==> config.mk <==
export PLATFORM = sky130hd
export DESIGN_NAME = matrix_mul_imag_seq
export DESIGN_NICKNAME = d
export VERILOG_FILES = /design/src/rtl/matrix_mul_imag_seq_pkg.sv /design/src/rtl/matrix_mul_imag_seq_cmplx_mac.sv /design/src/rtl/matrix_mul_imag_seq.sv
export SDC_FILE = /design/constraint.sdc
export NUM_CORES = 2
export LEC_CHECK = 0
export ABC_AREA = 1
export ABC_CLOCK_PERIOD_IN_PS = 15300
export BUFFER_PORTS_ARGS = -buffer_cell sky130_fd_sc_hd__buf_2
export CORE_AREA = 2 2 382 346
export DETAILED_ROUTE_END_ITERATION = 6
export DIE_AREA = 0 0 384 348
export GPL_ROUTABILITY_DRIVEN = 0
export PLACE_DENSITY = 0.73
export SYNTH_ARGS = -nofsm -noshare
export SYNTH_HDL_FRONTEND = slang
export SYNTH_HIERARCHICAL = 1
export SYNTH_SLANG_ARGS = --single-unit
==> constraint.sdc <==
create_clock -name clk -period 15.3 [get_ports clk]
set_clock_uncertainty 0.15 [all_clocks]
set_input_delay 1.53 -clock clk [delete_from_list [all_inputs] [get_ports clk]]
set_output_delay 1.53 -clock clk [all_outputs]
set_load 0.05 [all_outputs]
==> src/rtl/matrix_mul_imag_seq_pkg.sv <==
// Shared types for the sequential complex matrix multiplier: element type, FSM states
// and the round-half-up / saturate helper applied to every finished accumulator.
package matrix_mul_imag_seq_pkg;

    localparam int DEF_WIDTH = 16;

    typedef struct packed {
        logic signed [DEF_WIDTH-1:0] r;
        logic signed [DEF_WIDTH-1:0] i;
    } cplx_t;

    typedef enum logic [1:0] {
        IDLE,
        CALC,
        DONE
    } state_t;

    typedef struct packed {
        logic signed [63:0] val;
        logic               sat;
    } rnd_t;

    // acc is a full-precision product sum; result is clamped to a width-bit signed range.
    function automatic rnd_t sat_round(input longint acc, input int width, input int frac);
        rnd_t   r;
        longint v;
        longint hi;
        longint lo;
        v = acc;
        if (frac > 0) begin
            v = (acc + (longint'(1) <<< (frac - 1))) >>> frac;
        end
        hi = (longint'(1) <<< (width - 1)) - 1;
        lo = -hi - 1;
        r.sat = 1'b0;
        if (v > hi) begin
            r.val = hi;
            r.sat = 1'b1;
        end else if (v < lo) begin
            r.val = lo;
            r.sat = 1'b1;
        end else begin
            r.val = v;
        end
        return r;
    endfunction

endpackage

==> src/rtl/matrix_mul_imag_seq_cmplx_mac.sv <==
// Single complex multiply-accumulate with optional conjugation of the A operand.
// sum_* is the accumulator plus the current product, so the last term is usable the same cycle.
module matrix_mul_imag_seq_cmplx_mac #(
    parameter int WIDTH = 16,
    parameter int ACC_W = 34
) (
    input  logic                    clk,
    input  logic                    rst_n,
    input  logic signed [WIDTH-1:0] a_r,
    input  logic signed [WIDTH-1:0] a_i,
    input  logic signed [WIDTH-1:0] b_r,
    input  logic signed [WIDTH-1:0] b_i,
    input  logic                    conj,
    input  logic                    clr,
    input  logic                    en,
    input  logic                    last,
    output logic signed [ACC_W-1:0] sum_r,
    output logic signed [ACC_W-1:0] sum_i
);

    logic signed [2*WIDTH-1:0] p_rr;
    logic signed [2*WIDTH-1:0] p_ii;
    logic signed [2*WIDTH-1:0] p_ri;
    logic signed [2*WIDTH-1:0] p_ir;
    logic signed [ACC_W-1:0]   x_rr;
    logic signed [ACC_W-1:0]   x_ii;
    logic signed [ACC_W-1:0]   x_ri;
    logic signed [ACC_W-1:0]   x_ir;
    logic signed [ACC_W-1:0]   acc_r;
    logic signed [ACC_W-1:0]   acc_i;

    assign p_rr = (2*WIDTH)'(a_r) * (2*WIDTH)'(b_r);
    assign p_ii = (2*WIDTH)'(a_i) * (2*WIDTH)'(b_i);
    assign p_ri = (2*WIDTH)'(a_r) * (2*WIDTH)'(b_i);
    assign p_ir = (2*WIDTH)'(a_i) * (2*WIDTH)'(b_r);

    assign x_rr = ACC_W'(p_rr);
    assign x_ii = ACC_W'(p_ii);
    assign x_ri = ACC_W'(p_ri);
    assign x_ir = ACC_W'(p_ir);

    // conj(A) flips the sign of Ai in both cross terms
    always_comb begin
        if (conj) begin
            sum_r = acc_r + x_rr + x_ii;
            sum_i = acc_i + x_ri - x_ir;
        end else begin
            sum_r = acc_r + x_rr - x_ii;
            sum_i = acc_i + x_ri + x_ir;
        end
    end

    always_ff @(posedge clk or negedge rst_n) begin
        if (!rst_n) begin
            acc_r <= '0;
            acc_i <= '0;
        end else if (clr) begin
            acc_r <= '0;
            acc_i <= '0;
        end else if (en) begin
            acc_r <= last ? '0 : sum_r;
            acc_i <= last ? '0 : sum_i;
        end
    end

endmodule

==> src/rtl/matrix_mul_imag_seq.sv <==
// Sequential complex matrix multiplier RES = op(A) * B using one time-shared complex MAC.
// state | meaning
// IDLE  | waiting for an operand set, in_ready high
// CALC  | one MAC per cycle, k inner, then n, then m
// DONE  | result held until the consumer takes it
module matrix_mul_imag_seq
    import matrix_mul_imag_seq_pkg::*;
#(
    parameter int A_N   = 2,
    parameter int A_M   = 2,
    parameter int B_N   = 2,
    parameter int B_M   = 2,
    parameter int WIDTH = DEF_WIDTH,
    parameter int FRAC  = WIDTH / 2
) (
    input  logic                                clk,
    input  logic                                rst_n,
    input  logic                                in_valid,
    output logic                                in_ready,
    input  logic                                conj_a,
    input  logic [A_M-1:0][A_N-1:0][WIDTH-1:0]  matA_r,
    input  logic [A_M-1:0][A_N-1:0][WIDTH-1:0]  matA_i,
    input  logic [B_M-1:0][B_N-1:0][WIDTH-1:0]  matB_r,
    input  logic [B_M-1:0][B_N-1:0][WIDTH-1:0]  matB_i,
    output logic                                out_valid,
    input  logic                                out_ready,
    output logic [B_M-1:0][A_N-1:0][WIDTH-1:0]  res_r,
    output logic [B_M-1:0][A_N-1:0][WIDTH-1:0]  res_i,
    output logic                                sat
);

    localparam int ACC_W = 2*WIDTH + $clog2(A_M) + 1;
    localparam int K_W   = (A_M > 1) ? $clog2(A_M) : 1;
    localparam int N_W   = (A_N > 1) ? $clog2(A_N) : 1;
    localparam int M_W   = (B_M > 1) ? $clog2(B_M) : 1;

    if (A_M != B_N) begin : g_dim_check
        $error("matrix_mul_imag_seq: A_M must equal B_N");
    end

    state_t state_q;
    state_t state_d;

    logic [K_W-1:0] k_q;
    logic [N_W-1:0] n_q;
    logic [M_W-1:0] m_q;

    logic [A_M-1:0][A_N-1:0][WIDTH-1:0] a_r_q;
    logic [A_M-1:0][A_N-1:0][WIDTH-1:0] a_i_q;
    logic [B_M-1:0][B_N-1:0][WIDTH-1:0] b_r_q;
    logic [B_M-1:0][B_N-1:0][WIDTH-1:0] b_i_q;
    logic                               conj_q;

    logic accept;
    logic mac_en;
    logic last_k;
    logic last_n;
    logic last_m;

    logic signed [WIDTH-1:0] op_ar;
    logic signed [WIDTH-1:0] op_ai;
    logic signed [WIDTH-1:0] op_br;
    logic signed [WIDTH-1:0] op_bi;
    logic signed [ACC_W-1:0] sum_r;
    logic signed [ACC_W-1:0] sum_i;
    rnd_t                    rnd_r;
    rnd_t                    rnd_i;
    logic                    unused_rnd_bits;

    assign last_k = (k_q == K_W'(A_M - 1));
    assign last_n = (n_q == N_W'(A_N - 1));
    assign last_m = (m_q == M_W'(B_M - 1));

    assign op_ar = a_r_q[k_q][n_q];
    assign op_ai = a_i_q[k_q][n_q];
    assign op_br = b_r_q[m_q][k_q];
    assign op_bi = b_i_q[m_q][k_q];

    always_comb begin
        state_d  = state_q;
        in_ready = 1'b0;
        accept   = 1'b0;
        mac_en   = 1'b0;
        case (state_q)
            IDLE: begin
                in_ready = 1'b1;
                if (in_valid) begin
                    accept  = 1'b1;
                    state_d = CALC;
                end
            end
            CALC: begin
                mac_en = 1'b1;
                if (last_k && last_n && last_m) begin
                    state_d = DONE;
                end
            end
            DONE: begin
                if (out_valid && out_ready) begin
                    state_d = IDLE;
                end
            end
            default: state_d = IDLE;
        endcase
    end

    always_ff @(posedge clk or negedge rst_n) begin
        if (!rst_n) begin
            state_q <= IDLE;
        end else begin
            state_q <= state_d;
        end
    end

    matrix_mul_imag_seq_cmplx_mac #(
        .WIDTH (WIDTH),
        .ACC_W (ACC_W)
    ) u_mac (
        .clk   (clk),
        .rst_n (rst_n),
        .a_r   (op_ar),
        .a_i   (op_ai),
        .b_r   (op_br),
        .b_i   (op_bi),
        .conj  (conj_q),
        .clr   (accept),
        .en    (mac_en),
        .last  (last_k),
        .sum_r (sum_r),
        .sum_i (sum_i)
    );

    always_comb begin
        rnd_r = sat_round(longint'(sum_r), WIDTH, FRAC);
        rnd_i = sat_round(longint'(sum_i), WIDTH, FRAC);
    end

    assign unused_rnd_bits = ^{rnd_r.val[63:WIDTH], rnd_i.val[63:WIDTH]};

    always_ff @(posedge clk or negedge rst_n) begin
        if (!rst_n) begin
            k_q       <= '0;
            n_q       <= '0;
            m_q       <= '0;
            a_r_q     <= '0;
            a_i_q     <= '0;
            b_r_q     <= '0;
            b_i_q     <= '0;
            conj_q    <= 1'b0;
            res_r     <= '0;
            res_i     <= '0;
            sat       <= 1'b0;
            out_valid <= 1'b0;
        end else begin
            if (accept) begin
                a_r_q  <= matA_r;
                a_i_q  <= matA_i;
                b_r_q  <= matB_r;
                b_i_q  <= matB_i;
                conj_q <= conj_a;
                k_q    <= '0;
                n_q    <= '0;
                m_q    <= '0;
                sat    <= 1'b0;
            end else if (mac_en) begin
                if (last_k) begin
                    k_q <= '0;
                    res_r[m_q][n_q] <= rnd_r.val[WIDTH-1:0];
                    res_i[m_q][n_q] <= rnd_i.val[WIDTH-1:0];
                    if (rnd_r.sat || rnd_i.sat) begin
                        sat <= 1'b1;
                    end
                    if (last_n) begin
                        n_q <= '0;
                        m_q <= last_m ? '0 : m_q + 1'b1;
                    end else begin
                        n_q <= n_q + 1'b1;
                    end
                end else begin
                    k_q <= k_q + 1'b1;
                end
            end
            // one registered cycle after entering DONE; drops on the handoff edge
            out_valid <= (state_q == DONE) && !(out_valid && out_ready);
        end
    end

endmodule

Yosys cells after proc, flatten, opt, wreduce, memory -nomap -nowiden
Cells that the tools add are included.

Flip-flop bits (word level): 460. Latch bits: 0. Memory bits (writable): 0. Bits in read-only memories: 0. Input bits: 261. Output and inout port bits: 131. Logic and storage cells: 141. Memories kept: 0.

Add/sub/neg operators: 11. Multiply operators: 4. Divide/modulo/power cells: 0. Magnitude comparators: 9. Equality and inequality tests: 5. Shift-type cells: 0. Multiplexer cells: 60. Bitwise gates (word level): 1. Reduce and logical (&&, ||, !) cells: 18.

Operators by type and width (count): $mux 32 (9); $mux 34 (8); $mux 16 (11); $add 34x32->34 (4); $bwmux 64 (2); $mul 16x16->32 (4); $add 34x9->35 const B (2); $sub 34x32->34 (2); $gt 27x16->1 const B (2); $lt 27x16->1 const B (2); $mux 17 (2); $demux 32 s1 (1); $mux 1 (22); $demux 16 s1 (1); $reduce_and 3->1 (4); $reduce_bool 2->1 (4); $logic_and 1x1->1 (6); $lt 1x2->1 const B (3); $mux 2 (3); $pmux 2 s3 (1); $ne 2x2->1 const B (2); $add 1x1->1 const B (3); $eq 2x1->1 const B (1); $eq 2x2->1 const B (1); other kinds (7) (8).

Longest topological paths before layout
Depth in word-level cells: 17. Depth in mapped cells: 67. Depth with buffers taken out: 61.

Modules after synthesis
Netlist, hierarchy kept.

By module, submodules not included: matrix_mul_imag_seq_cmplx_mac (times used 1, cells each 6786, area each 52151.3 um^2, seq. area each 1701.6 um^2); matrix_mul_imag_seq (times used 1, cells each 2450, area each 18625.4 um^2, seq. area each 9809.4 um^2).

Worst setup path before layout
Ideal clock, no wire load.

Kind: reg2reg. From: register m_q, in the netlist last_m. To: register res_i[11] in the netlist's numbering. Arrival: 9.850 ns. Slack: 5.182 ns. Stages on the path, launching flop included: 54. Buffers on the path: 5. Period minus slack after synthesis: 10.118 ns. Cell sequence: dfrtp_1 > clkbuf_1 > inv_1 > clkbuf_1 > clkbuf_1 > nor2_1 > o22ai_1 > clkbuf_1 > nand2_1 > fa_1 > fa_1 > fa_1 > inv_1 > fa_1 > fa_1 > inv_1 > fa_1 > inv_1 > [... 18 more ...] > o21bai_1 > nand3_1 > nand2_1 > xor2_1 > nand2_1 > nor2_2 > nand2_1 > nor2_1 > nand2_1 > nand2_2 > nand3_1 > nor2_1 > nand3_1 > nand2_4 > buf_12 > o21ai_4 > nand2_1 > nand2_1.

Elaborated cells between the ends (all ways): 25.

RTL lines: start: declaration (RTL line matrix_mul_imag_seq.sv:46) `logic [M_W-1:0] m_q;`; start signal: assignment (RTL line matrix_mul_imag_seq.sv:175) `m_q <= last_m ? '0 : m_q + 1'b1;`; $mux 32 (implied by the code) (*) (2 in series) (RTL line matrix_mul_imag_seq.sv:76) `assign op_br = b_r_q[m_q][k_q];`; $mux 16 (implied by the code) (*) (2 in series) (RTL line matrix_mul_imag_seq.sv:76); named net op_br[1] (RTL line matrix_mul_imag_seq.sv:62) `logic signed [WIDTH-1:0] op_br;`; $mul 16x16->32 (*) (RTL line matrix_mul_imag_seq_cmplx_mac.sv:35) `assign p_ir = (2*WIDTH)'(a_i) * (2*WIDTH)'(b_r);`; $add 34x32->34 / $sub 34x32->34 (equally long branches) (RTL line matrix_mul_imag_seq_cmplx_mac.sv:49, matrix_mul_imag_seq_cmplx_mac.sv:46); $mux 34 (*) (RTL line matrix_mul_imag_seq_cmplx_mac.sv:44) `if (conj) begin`; named net sum_i[23] (RTL line matrix_mul_imag_seq.sv:65) `logic signed [ACC_W-1:0] sum_i;`; $add 34x9->35 (*) (RTL line matrix_mul_imag_seq_pkg.sv:31) `v = (acc + (longint'(1) <<< (frac - 1))) >>> frac;`; $lt 27x16->1 (RTL line matrix_mul_imag_seq_pkg.sv:39) `end else if (v < lo) begin`; $mux 16 (RTL line matrix_mul_imag_seq_pkg.sv:39); $mux 17 (*) (RTL line matrix_mul_imag_seq_pkg.sv:36) `if (v > hi) begin`; $bwmux 64 (*) (RTL line matrix_mul_imag_seq.sv:169) `res_i[m_q][n_q] <= rnd_i.val[WIDTH-1:0];`; end signal: indexed assignment (RTL line matrix_mul_imag_seq.sv:169); end: declaration (RTL line matrix_mul_imag_seq.sv:28) `output logic [B_M-1:0][A_N-1:0][WIDTH-1:0] res_i,`.

The timed path passes the listed nets; every way through them passes the cells marked *. The select of a mux whose other input is x is not followed. A chain may end at the register's enable or synchronous reset.

Final worst setup path
From: register k_q. To: register res_i[35] in the netlist's numbering.

Elaborated cells between the ends (all ways): 25.

RTL lines: start: declaration (RTL line matrix_mul_imag_seq.sv:44) `logic [K_W-1:0] k_q;`; start signal: assignment (RTL line matrix_mul_imag_seq.sv:180) `k_q <= k_q + 1'b1;`; $mux 32 (implied by the code) (*) (2 in series) (RTL line matrix_mul_imag_seq.sv:75) `assign op_ai = a_i_q[k_q][n_q];`; $mux 16 (implied by the code) (*) (2 in series) (RTL line matrix_mul_imag_seq.sv:75); named net op_ai[15] (RTL line matrix_mul_imag_seq.sv:61) `logic signed [WIDTH-1:0] op_ai;`; $mul 16x16->32 (*) (RTL line matrix_mul_imag_seq_cmplx_mac.sv:35); $add 34x32->34 / $sub 34x32->34 (equally long branches) (RTL line matrix_mul_imag_seq_cmplx_mac.sv:49, matrix_mul_imag_seq_cmplx_mac.sv:46); $mux 34 (*) (RTL line matrix_mul_imag_seq_cmplx_mac.sv:44); named net sum_i[30] (RTL line matrix_mul_imag_seq.sv:65); $add 34x9->35 (*) (RTL line matrix_mul_imag_seq_pkg.sv:31); $lt 27x16->1 (RTL line matrix_mul_imag_seq_pkg.sv:39); $mux 16 (RTL line matrix_mul_imag_seq_pkg.sv:39); $mux 17 (*) (RTL line matrix_mul_imag_seq_pkg.sv:36); $bwmux 64 (*) (RTL line matrix_mul_imag_seq.sv:169).

Marked as above.

==> out/results.ini <==
[run_status]
status = completed

[critical_path]
worstPathMaxFanout = 36
crit_slowest_cell = o22ai_2
r2r_end = res_i[35]$_DFFE_PN0P_
path_class = reg -> reg
reg2reg_from = k_q$_DFFE_PN0P_
cp_num_cells = 52
required_ns = 15.69
worst_setup_path_start_kind = flop
worstSetupEndpointType = flop
reg2reg_depth = 52
slowest_delay_ns = 0.88
critPathBufInv = 7
cp.arrival_ns = 13.90
timing.critical_path.mode_cell = nand2_1
crit_family = adder cells
reg2reg_slack_ns = 1.79

[sta]
whs_ns = 0.323
finalMaxSlewViolations = 0
setup_viol = 0
fin_crit_ns = 13.51
relSlewSlack_pct = 10.9
fmax_mhz = 74.0
final-hold-violation-count = 0
period_share_pct = 88.3
worst_slew_pin_slew_ns = 1.34
rsz0062_at_grt = false
setup_tns_ns = 0

[hold_path]
min_to = res_i[12]$_DFFE_PN0P_
hp-class = reg -> reg
worst_hold_startpoint = res_i[12]$_DFFE_PN0P_
hold_path_depth = 2

[finish]
multi_input_area_sq_um = 50600
drive_gt1_share_pct = 8.75
nets = 11300
area_delta_synth_final_pct = 8.17
final_core_util_pct = 58.9
seq_area_sq_um = 11500
fillCellCount = 11600

[global_route]
grt_pass1_vias = 63800
gr-total-overflow = 0
grt_pass1_wl_mm = 344
track_usage_pct = 32.6
grt_max_degree = 169
antenna_found_initial = 4

[floorplanning]
pin_count = 392
rows = 126
die_h_um = 348
dieArea_sq_um = 134000
coreArea_sq_um = 130000
die_w_um = 384
start_util_pct = 54.4

[detailed_routing]
drt_pre_antenna_iters = 7
vias_per_cell = 5.41
drc = 0
drt_iter0_drc = 5963
routed_wl_mm = 212
vias = 60600
ant_nets = 0
wl_per_cell_um = 18.9

[clock_network]
post_cts_buffers = 0
tritoncts = done
cts-htree-levels = 2
cts.reportedPaths.clkPinSlew_ns = 0.06
ctsHoldBuffers = 0
cts.root.buffer_cell = clkbuf_16
cts_resized = 0
numCtsBuffers = 54
clock_path_buffers = 3
cts_sinks = 460
clkLatencyLatePin_ns = 0.66

[synthesis]
syn_nets = 11100
postSynthAreaPerCell_sq_um = 7.66
synth_warnings = 6
syn_area_sq_um = 70800
synthCells = 9235

[place]
dp_hpwl_mm = 167
io_buffers = 391

[job]
cap_viol_max_count = 0

[flip-flops by register name, summed over array words and instances (netlist names), 2 cells and up]
signal,count
state_q,2
a_i_q,64
u_mac/acc_i,34
b_i_q,64
b_r_q,64
a_r_q,64
res_i,64
res_r,64
u_mac/acc_r,34
[area by class of cell]
cell class / instances / share of cell area, %
antenna: 5 / 0.0163
timing repair buffer: 483 / 3.49
multi-input combinational: 6375 / 66.1
sequential: 460 / 15.0
clock inverter: 24 / 0.405
inverter: 2059 / 10.1
clock buffer: 73 / 2.00
tap: 1728 / 2.82
[how the worst max path moves through the flow]
stage                             startpoint               endpoint  slack, ns
final                        k_q$_DFFE_PN0P_  res_i[35]$_DFFE_PN0P_       1.79
after global routing         k_q$_DFFE_PN0P_   res_i[3]$_DFFE_PN0P_       0.91
after CTS                    k_q$_DFFE_PN0P_   res_i[2]$_DFFE_PN0P_       1.96
after detailed placement     k_q$_DFFE_PN0P_  res_i[35]$_DFFE_PN0P_       2.00
after global placement       k_q$_DFFE_PN0P_   res_i[1]$_DFFE_PN0P_       2.22
after floorplan           last_m$_DFFE_PN0P_  res_i[11]$_DFFE_PN0P_       5.18
[metrics by stage]
step / area [sq um] / std cells / setup slack, ns
finish: 76600 / 11200 / 1.79
global placement: 74700 / 11100 / 2.22
global route: 76500 / 11200 / 0.907
floorplan: 70800 / 9235 / 5.18
CTS: 76500 / 11200 / 1.96
detailed placement: 74700 / 11100 / 2.00
[worst register-to-register path: cells and delay by family, from the launching register on]
kind | cells | cell delay, ns
AND/OR/NAND/NOR | 30 | 3.86
buffers and inverters | 7 | 2.58
flip-flops | 1 | 0.65
AO/OA/AOI/OAI | 5 | 1.66
XOR/XNOR | 2 | 0.64
adder cells (fa/ha/maj) | 8 | 3.90
[layer usage]
| metal | up-vias | GRT usage [%] | wire (um) |
|---|---|---|---|
| met5 | - | 0 | 0 |
| li1 | 27600 | - | - |
| met4 | 0 | 14.6 | 11100 |
| met2 | 2859 | 52.9 | 98600 |
| met1 | 29600 | 42.6 | 82600 |
| met3 | 635 | 6.02 | 19200 |
[cells in the final DEF (no fill, tap or decap), drive strengths merged]
master,count
o21a,7
and3,1
a31oi,26
nor3,41
diode,5
a22o,47
fa,1136
nor4,18
nand3b,17
dfrtp,460
o31ai,4
clkinvlp,2
buf,483
xor2,168
clkbuf,73
xnor2,83
nor2,477
o221ai,3
a21o,15
inv,2063
nand3,184
clkinv,14
a21boi,9
nand4,46
a221oi,5
o21bai,16
a2111oi,1
o21ai,266
ha,438
o22ai,64
or2,10
nand2,3094
a211oi,4
and2,10
o211ai,2
bufinv,4
a41o,1
a21oi,182
Power is left out: the tool's default activity adds up to more than one toggle a clock period on the data nets, which glitch-free logic cannot reach.
